<file path="config.mk">
export PLATFORM = sky130hd
export DESIGN_NAME = write_route_ctrl
export DESIGN_NICKNAME = d
export VERILOG_FILES = /design/src/rtl/write_route_ctrl.sv
export SDC_FILE = /design/constraint.sdc
export NUM_CORES = 1
export LEC_CHECK = 0
export BUFFER_PORTS_ARGS = -buffer_cell sky130_fd_sc_hd__buf_2
export CORE_MARGIN = 1.5
export CORE_UTILIZATION = 39
export CTS_CLUSTER_DIAMETER = 30
export DETAILED_ROUTE_END_ITERATION = 10
export PLACE_DENSITY = 0.85
export SYNTH_ARGS = -nofsm -noshare
export SYNTH_HDL_FRONTEND = slang
export SYNTH_SLANG_ARGS = --single-unit
</file>
<file path="constraint.sdc">
create_clock -name ACLK -period 2.4 [get_ports ACLK]
set_input_delay 0.24 -clock ACLK [delete_from_list [all_inputs] [get_ports ACLK]]
set_output_delay 0.24 -clock ACLK [all_outputs]
set_load 0.01 [all_outputs]
</file>
<file path="src/rtl/write_route_ctrl.sv">
// write_route_ctrl
//   Write-channel routing controller placed in front of the AXI4-Lite write
//   demultiplexer. Decodes the slave index from AWADDR, drives a registered
//   demux select that is held for the whole AW/W/B transaction, gates the
//   master's AWVALID/WVALID/BREADY into the demux and returns the selected
//   slave's AWREADY/WREADY/BVALID/BRESP. Indices 6 and 7 complete locally
//   with DECERR.
//
// Ports
//   ACLK, ARESETN                  clock, asynchronous active-low reset
//   M00_AWADDR/AWVALID/AWREADY     master write-address channel
//   M00_WVALID/WREADY              master write-data channel handshake
//   M00_BVALID/BRESP/BREADY        master write-response channel
//   sel                            registered demux select (slave index)
//   FWD_AWVALID/WVALID/BREADY      gated master signals into the demux
//   S_AWREADY/WREADY/BVALID        per-slave handshakes, bit i = slave i
//   S_BRESP                        per-slave responses, slave i at [RESP*i +: RESP]
module write_route_ctrl #(
  parameter int unsigned ADDR     = 32,
  parameter int unsigned SLOT_LSB = 12,
  parameter int unsigned RESP     = 2
) (
  input  logic              ACLK,
  input  logic              ARESETN,
  input  logic [ADDR-1:0]   M00_AWADDR,
  input  logic              M00_AWVALID,
  output logic              M00_AWREADY,
  input  logic              M00_WVALID,
  output logic              M00_WREADY,
  output logic              M00_BVALID,
  output logic [RESP-1:0]   M00_BRESP,
  input  logic              M00_BREADY,
  output logic [2:0]        sel,
  output logic              FWD_AWVALID,
  output logic              FWD_WVALID,
  output logic              FWD_BREADY,
  input  logic [5:0]        S_AWREADY,
  input  logic [5:0]        S_WREADY,
  input  logic [5:0]        S_BVALID,
  input  logic [6*RESP-1:0] S_BRESP
);

  localparam int unsigned     NUM_SLAVES = 6;
  localparam logic [RESP-1:0] DECERR     = '1;

  typedef enum logic [1:0] {
    ST_IDLE,
    ST_DATA,
    ST_RESP
  } state_t;

  state_t          state;
  state_t          state_nxt;
  logic            err;
  logic            aw_done;
  logic            w_done;
  logic [2:0]      idx;
  logic            idx_ok;
  logic            aw_hs;
  logic            w_hs;
  logic            sl_awready;
  logic            sl_wready;
  logic            sl_bvalid;
  logic [RESP-1:0] sl_bresp;
  logic            unused_addr;

  assign idx         = M00_AWADDR[SLOT_LSB+2:SLOT_LSB];
  assign idx_ok      = (idx < 3'(NUM_SLAVES));
  assign unused_addr = ^M00_AWADDR;

  // Handshakes as seen by the master; only consumed by the state register.
  assign aw_hs = M00_AWVALID & M00_AWREADY;
  assign w_hs  = M00_WVALID & M00_WREADY;

  // Return-path mux from the currently selected slave.
  always_comb begin
    sl_awready = 1'b0;
    sl_wready  = 1'b0;
    sl_bvalid  = 1'b0;
    sl_bresp   = '0;
    for (int unsigned i = 0; i < NUM_SLAVES; i++) begin
      if (sel == 3'(i)) begin
        sl_awready = S_AWREADY[i];
        sl_wready  = S_WREADY[i];
        sl_bvalid  = S_BVALID[i];
        sl_bresp   = S_BRESP[RESP*i +: RESP];
      end
    end
  end

  // Next state and all combinational outputs. The DATA exit condition uses
  // the handshakes recomputed locally so this block never reads back one of
  // its own outputs through a separate net.
  always_comb begin
    state_nxt   = state;
    M00_AWREADY = 1'b0;
    M00_WREADY  = 1'b0;
    M00_BVALID  = 1'b0;
    M00_BRESP   = '0;
    FWD_AWVALID = 1'b0;
    FWD_WVALID  = 1'b0;
    FWD_BREADY  = 1'b0;
    case (state)
      ST_IDLE: begin
        if (M00_AWVALID) state_nxt = ST_DATA;
      end
      ST_DATA: begin
        if (err) begin
          M00_AWREADY = ~aw_done;
          M00_WREADY  = ~w_done;
        end else begin
          FWD_AWVALID = M00_AWVALID & ~aw_done;
          FWD_WVALID  = M00_WVALID & ~w_done;
          M00_AWREADY = sl_awready & ~aw_done;
          M00_WREADY  = sl_wready & ~w_done;
        end
        if ((aw_done | (M00_AWVALID & M00_AWREADY)) &
            (w_done  | (M00_WVALID  & M00_WREADY)))
          state_nxt = ST_RESP;
      end
      ST_RESP: begin
        if (err) begin
          M00_BVALID = 1'b1;
          M00_BRESP  = DECERR;
        end else begin
          M00_BVALID = sl_bvalid;
          M00_BRESP  = sl_bresp;
          FWD_BREADY = M00_BREADY;
        end
        if (M00_BVALID & M00_BREADY) state_nxt = ST_IDLE;
      end
      default: state_nxt = ST_IDLE;
    endcase
  end

  always_ff @(posedge ACLK or negedge ARESETN) begin
    if (!ARESETN) begin
      state   <= ST_IDLE;
      sel     <= '0;
      err     <= 1'b0;
      aw_done <= 1'b0;
      w_done  <= 1'b0;
    end else begin
      state <= state_nxt;
      case (state)
        ST_IDLE: begin
          if (M00_AWVALID) begin
            aw_done <= 1'b0;
            w_done  <= 1'b0;
            // An undecodable index keeps the previous select so the demux
            // never sees a change it has no slave for.
            if (idx_ok) begin
              sel <= idx;
              err <= 1'b0;
            end else begin
              err <= 1'b1;
            end
          end
        end
        ST_DATA: begin
          if (aw_hs) aw_done <= 1'b1;
          if (w_hs)  w_done  <= 1'b1;
        end
        default: ;
      endcase
    end
  end

endmodule

</file>
==> results of run 1 <==
sequential cells by signal, summed over array words and instances (netlist names):
| signal | cells |
|---|---|
| aw_done | 1 |
| w_done | 1 |
| err | 1 |
| sel | 3 |
| state | 2 |
power by group through the flow:
stage / Combinational [W] / Clock, W / Sequential (W)
after floorplan: 0.000685 / 0 / 0.000263
after CTS: 0.000762 / 0.000102 / 0.000350
after detailed placement: 0.000756 / 0 / 0.000352
final: 0.000760 / 0.0000972 / 0.000351
after global placement: 0.000731 / 0 / 0.000342
after global routing: 0.000836 / 0.000112 / 0.000369
worst reg2reg max path, delay by kind of cell (launching register included):
| family | cells | cell delay [ps] |
|---|---|---|
| AND/OR/NAND/NOR | 1 | 250 |
| flip-flops | 1 | 570 |
| buffers and inverters | 1 | 250 |
| AO/OA/AOI/OAI | 4 | 670 |
cell usage in the layout (no fill, tap or decap), types with 3 or more instances in the layout:
cell	netlist	final
buf_2	0	48
and2b_2	3	3
nand2b_1	3	3
nor2b_1	3	3
dfrtp_1	8	8
mux2i_1	3	3
clkbuf_4	1	3
nor2_1	20	20
nand2_1	6	6
a31oi_1	5	5
a21oi_1	6	6
cells by family (layout without fill, tap and decap cells):
logic type | count (synthesis) | count (layout) | share of synthesized area
buffers and inverters | 6 | 54 | 0.0712
AOI/OAI and AO/OA | 32 | 32 | 0.314
muxes | 6 | 6 | 0.0882
DFF | 8 | 8 | 0.248
and+or+nand+nor | 42 | 42 | 0.279
routing by layer:
metal  global-route usage  up-vias
li1                     -      450
met1                0.222      407
met2                0.377       46
met3               0.0370        4
met4               0.0952        0
met5                    0        -
area by class of cell:
type,count,area [sq um]
clock buffer,3,22.5
sequential,8,200
timing repair buffer,50,258
inverter,1,3.75
multi-input combinational,80,551
fill,198,893
tap,27,33.8
through the flow:
| stage | std cells | setup WS, ps | hold slack [ps] |
|---|---|---|---|
| finish | 169 | 238 | 212 |
| global route | 169 | 63.7 | 235 |
| CTS | 169 | 210 | 212 |
| detailed placement | 165 | 481 | 86.8 |
| global placement | 165 | 502 | 82.4 |
| floorplan | 94 | 684 | -55.6 |
final timing paths:
path,startpoint,end,cells past startpoint
max,sel[2],M00_AWREADY,5
min,M00_AWADDR[12],sel[0],3
max reg2reg,sel[0],state[1],6
min reg2reg,w_done,w_done,1
max in group asynchronous,ARESETN,aw_done,2
min in group asynchronous,ARESETN,err,2
==> summary.md, run 1 <==
| Metric | Value |
|---|---|
| Status | `finished, final reports clean` |
| Sequential power share | `0.291` |
| Number of global-route vias before repair | `897` |
| DRT Pass-1 Iters | `4` |
| CTS H-tree lvls | `1` |
| Peak Freq | `0.462 GHz` |
| Final Util | `0.545` |
| Slew at the pin with the worst max-slew slack | `499 ps` |
| Final ANT Viol Nets | `0` |
| DR WL/cell | `13.5 microns` |
| Sw Ratio | `0.475` |
| Total I/O pin count | `78` |
| Synth area leaders | `dfrtp_1 (25%), nor2_1 (9.3%), o41ai_2 (4.0%)` |
| Via count | `907` |
| Max_cap viols | `0` |
| Final Hold Viols | `0` |
| Most used flip-flop cell after synthesis | `dfrtp_1` |
| Rows | `16` |
| Synth unique cells | `37` |
| Highest metal used | `met4` |
| R2R setup slack | `530 ps` |
| CTS root buf | `clkbuf_4` |
| Post-Syn Instances | `94` |
| Area of the core | `1960 sq um` |
| Clock skew | `2.80 ps` |
| Initial core utilization | `0.412` |
| Layout area overhead | `32.2%` |
| Nets | `211` |
| Post-DP HPWL | `1780 microns` |
| Chip height | `48.5 microns` |
| VDD IR-drop max | `600 uV` |
| Routed wl met3 | `223 microns` |
| Sequential-to-total area share from yosys stat | `0.248` |
| Wl on met1 | `936 microns` |
| Number of synthesized register bits | `8` |
| Total CTS buffers | `3` |
| Period Utilization, post-route | `0.901` |
| Synth warnings | `0` |
| Hold Crit Class | `primary input to flip-flop` |
| Total track usage | `0.203` |
| TNS Setup | `0 ps` |
| Clock Tree Buf Depth | `2` |
| Proportion of layout cells with a drive suffix above 1 | `0.472` |
| Post-CTS Setup Inserts | `0` |
| Ant diodes | `0` |
| Design area | `1070 sq um` |
| First-pass GRT wire length | `3770 microns` |
| Post-Syn Area per Cell | `8.60 sq um` |
| Unrepaired setup endpoints after global routing | `false` |
| Synth Cell Area | `808 sq um` |
| Area leader, netlist | `dfrtp_1` |
| Crit path cell chain | `and2b_2 > a32oi_1 > a21oi_1 > o31a_1 > buf_2` |
| Top cell type's share of synthesized area | `0.248` |
| Placed cell areas | `1040 sq um` |
| DRC | `0` |
| Critical path arrival | `1920 ps` |
| CP Capture Type | `output pin` |
| Slew Limit Fails | `0` |
| Power Density | `1130 nW/um^2` |
| Cell Int Power | `0.000634 W` |
| CTS tree | `built` |
| Drt via density | `5.37` |
| Initial antenna violation count | `0` |
| Worst setup path category | `flip-flop to output pin` |
| Minimum clock period | `2160 ps` |
| Number of enable flip-flop cells after synthesis | `0` |
| Remaining global-route overflow | `0` |
| Tot Pwr | `0.00121 W` |
| Commonest cells post-synth | `nor2_1 (20), dfrtp_1 (8), a21oi_1 (6), nand2_1 (6), a31oi_1 (5)` |
| Switch Pwr | `0.000573 W` |
| Post-synth ARST share | `1.00` |
| Cts-stage hold buffer count | `1` |
| Top-count cell post-synth | `nor2_1` |
| Worst-path maximum fanout | `14` |
| Clk_lat worst skew | `250 ps` |
| Slowest cell on crit path | `dfrtp_1` |
| WP buf/inv | `1` |
| Largest net degree at the start of global routing | `18` |
| Post-synthesis net count | `161` |
| Power share of the clock group | `0.081` |
| Drt initial violations | `18` |
| Die span in x | `48.5 microns` |
| Final WL | `2280 microns` |
| IO Port Bufs | `48` |
| Post-cts resize count | `0` |
| Clock Sinks | `8` |
| Setup violations, final | `0` |
| Combinational Power Share | `0.629` |
| Die area | `2350 sq um` |
| Metal2 WL | `1100 microns` |
| CP Launch Type | `flip-flop` |
| Leak | `0.536 nW` |
| Routability congestion estimate | `0.747` |
| Slew headroom | `0.667` |
| Clock transition at the registers of the reported paths | `50 ps` |
| Max incr delay on CP | `590 ps` |
| CP delay by family, top | `compound AO/OA/AOI/OAI gates` |
| WP data required | `2160 ps` |
No activity file was read; power rests on OpenSTA's default activity.
==> run 2: changes to the inputs <==
Settings changed: CELL_PAD_IN_SITES_DETAIL_PLACEMENT from default to 1, CELL_PAD_IN_SITES_GLOBAL_PLACEMENT from default to 1, CORE_UTILIZATION 39 to 25, PLACE_DENSITY 0.85 to default, PLACE_DENSITY_LB_ADDON from default to 0.1.
==> summary.md, run 2 (synthesized netlist as in run 1, its figures left out) <==
| Metric | Value |
|---|---|
| Status | `finished, final reports clean (unchanged)` |
| Initial core utilization | `0.265 (was 0.412)` |
| Ant diodes | `0 (unchanged)` |
| Clock skew | `6.15 ps (was 2.80 ps)` |
| CP Capture Type | `output pin (unchanged)` |
| Final ANT Viol Nets | `0 (unchanged)` |
| WP data required | `2160 ps (about the same)` |
| Number of global-route vias before repair | `885 (was 897)` |
| Critical path arrival | `1920 ps (about the same)` |
| Top Registers | `sel x3, state x2 (unchanged)` |
| IO Port Bufs | `48 (unchanged)` |
| Min-Delay Startpoint | `M00_AWADDR[12] (unchanged)` |
| Die area | `3580 sq um (was 2350 sq um)` |
| Max incr delay on CP | `570 ps (was 590 ps)` |
| Worst-path maximum fanout | `17 (was 14)` |
| Design area | `1100 sq um (was 1070 sq um)` |
| Power Density | `1130 nW/um^2 (about the same)` |
| Period Utilization, post-route | `0.901 (about the same)` |
| Tot Pwr | `0.00125 W (was 0.00121 W)` |
| Commonest cells after routing, fill and taps aside | `buf_2 (48), nor2_1 (20), dfrtp_1 (8), a21oi_1 (6), nand2_1 (6) (unchanged)` |
| Clock Tree Buf Depth | `2 (unchanged)` |
| Drt initial violations | `44 (was 18)` |
| CTS tree | `built (unchanged)` |
| Placed cell areas | `1070 sq um (was 1040 sq um)` |
| R2R setup slack | `560 ps (was 530 ps)` |
| Final WL | `2510 microns (was 2280 microns)` |
| Worst r2r src | `sel[0] (unchanged)` |
| Post-CTS Setup Inserts | `0 (unchanged)` |
| Peak Freq | `0.462 GHz (about the same)` |
| Nets | `213 (was 211)` |
| Initial antenna violation count | `0 (unchanged)` |
| Slowest cell on crit path | `dfrtp_1 (unchanged)` |
| Commonest non-fill, non-tap cell in the layout | `buf_2 (unchanged)` |
| Register Area | `200 sq um (unchanged)` |
| Number of flip-flops in the largest register | `3 (unchanged)` |
| Die span in x | `59.9 microns (was 48.5 microns)` |
| VDD IR-drop max | `361 uV (was 600 uV)` |
| Worst setup path category | `flip-flop to output pin (unchanged)` |
| Critical Path Source | `sel[1] (was sel[2])` |
| CTS H-tree lvls | `1 (unchanged)` |
| Crit path cell chain | `and2b_1 > a31oi_1 > a21oi_1 > o31a_1 > buf_2 (was and2b_2 > a32oi_1 > a21oi_1 > o31a_1 > buf_2)` |
| Leak | `0.546 nW (was 0.536 nW)` |
| Post-cts resize count | `0 (unchanged)` |
| Max_cap viols | `0 (unchanged)` |
| Clock transition at the registers of the reported paths | `50 ps (about the same)` |
| Slew at the pin with the worst max-slew slack | `524 ps (was 499 ps)` |
| Slew headroom | `0.650 (was 0.667)` |
| Chip height | `59.9 microns (was 48.5 microns)` |
| Layout area overhead | `36.7% (was 32.2%)` |
| Proportion of layout cells with a drive suffix above 1 | `0.479 (was 0.472)` |
| Total CTS buffers | `3 (unchanged)` |
| Worst hold slack | `199 ps (was 212 ps)` |
| Setup violations, final | `0 (unchanged)` |
| Total track usage | `0.144 (was 0.203)` |
| Slew Limit Fails | `0 (unchanged)` |
| TNS Setup | `0 ps (unchanged)` |
| Area of the core | `3050 sq um (was 1960 sq um)` |
| Biggest register | `sel (unchanged)` |
| CP delay by family, top | `compound AO/OA/AOI/OAI gates (unchanged)` |
| Total I/O pin count | `78 (unchanged)` |
| Largest net degree at the start of global routing | `18 (unchanged)` |
| Via count | `903 (was 907)` |
| Fillers | `407 (was 198)` |
| Routability congestion estimate | `0.794 (was 0.747)` |
| WP buf/inv | `1 (unchanged)` |
| Inst Count DP | `184 (was 165)` |
| Final Hold Viols | `0 (unchanged)` |
| Clk_lat worst skew | `250 ps (about the same)` |
| Post-DP HPWL | `2020 microns (was 1780 microns)` |
| CP Launch Type | `flip-flop (unchanged)` |
| Drt via density | `4.80 (was 5.37)` |
| Clock Sinks | `8 (unchanged)` |
| DRC | `0 (unchanged)` |
| DRT Pass-1 Iters | `4 (unchanged)` |
| DR WL/cell | `13.4 microns (was 13.5 microns)` |
| CTS root buf | `clkbuf_4 (unchanged)` |
| Hold Crit Class | `primary input to flip-flop (unchanged)` |
| Remaining global-route overflow | `0 (unchanged)` |
| Rows | `20 (was 16)` |
| Multi-input logic area | `551 sq um (unchanged)` |
| First-pass GRT wire length | `3890 microns (was 3770 microns)` |
| Unrepaired setup endpoints after global routing | `false (unchanged)` |
| Minimum clock period | `2160 ps (about the same)` |
| Final cell count without fillers | `188 (was 169)` |
[run 2: power by group]
| group | switching (W) | internal [W] |
|---|---|---|
| Combinational | 0.000402 | 0.000403 |
| Sequential | 0.000143 | 0.000195 |
| Clock | 0.0000469 | 0.0000573 |
| Total | 0.000591 | 0.000655 |
[run 2: path summary, 6_finish.rpt]
path                            cells after the start          to
worst max register to register                      6    state[1]
max in group asynchronous                           2         err
min in group asynchronous                           2     aw_done
worst min register to register                      1     aw_done
worst min-delay path                                3      sel[0]
worst max-delay path                                5  M00_WREADY
[run 2: layer usage]
layer / vias to the layer above / GRT usage / share of wire
li1: 453 / - / -
met1: 413 / 0.197 / 0.50
met2: 35 / 0.233 / 0.44
met3: 2 / 0.0195 / 0.062
met4: 0 / 0.0476 / 0.0032
met5: - / 0 / 0
[run 2: final cells by class]
class                   count  share of cell area
inverters                   1             0.00340
repair buffers             52               0.247
multi-input cells          80               0.498
well taps                  44              0.0498
flip-flops and latches      8               0.181
clock buffers               3              0.0204
[run 2: worst register-to-register path, cell delays in order (launching register included)]
cell and delay, ps:
dfrtp_1 550, buf_4 220, and2b_2 230, o41ai_2 270, a31oi_1 120, o22ai_1 220, o22ai_1 100
[run 2: through the flow]
step           utilization  setup WS, ps
3_3_place_gp         0.351           501
3_5_place_dp         0.351           480
6_report             0.362           238
5_1_grt              0.362          65.7
4_1_cts              0.362           208
2_1_floorplan            -           684
[run 2: timing repair]
| action | in CTS | in global routing |
|---|---|---|
| hold buffers | 1 | 0 |
| hold endpoints to repair | 8 | 0 |
| endpoints found under the setup margin | 0 | 0 |
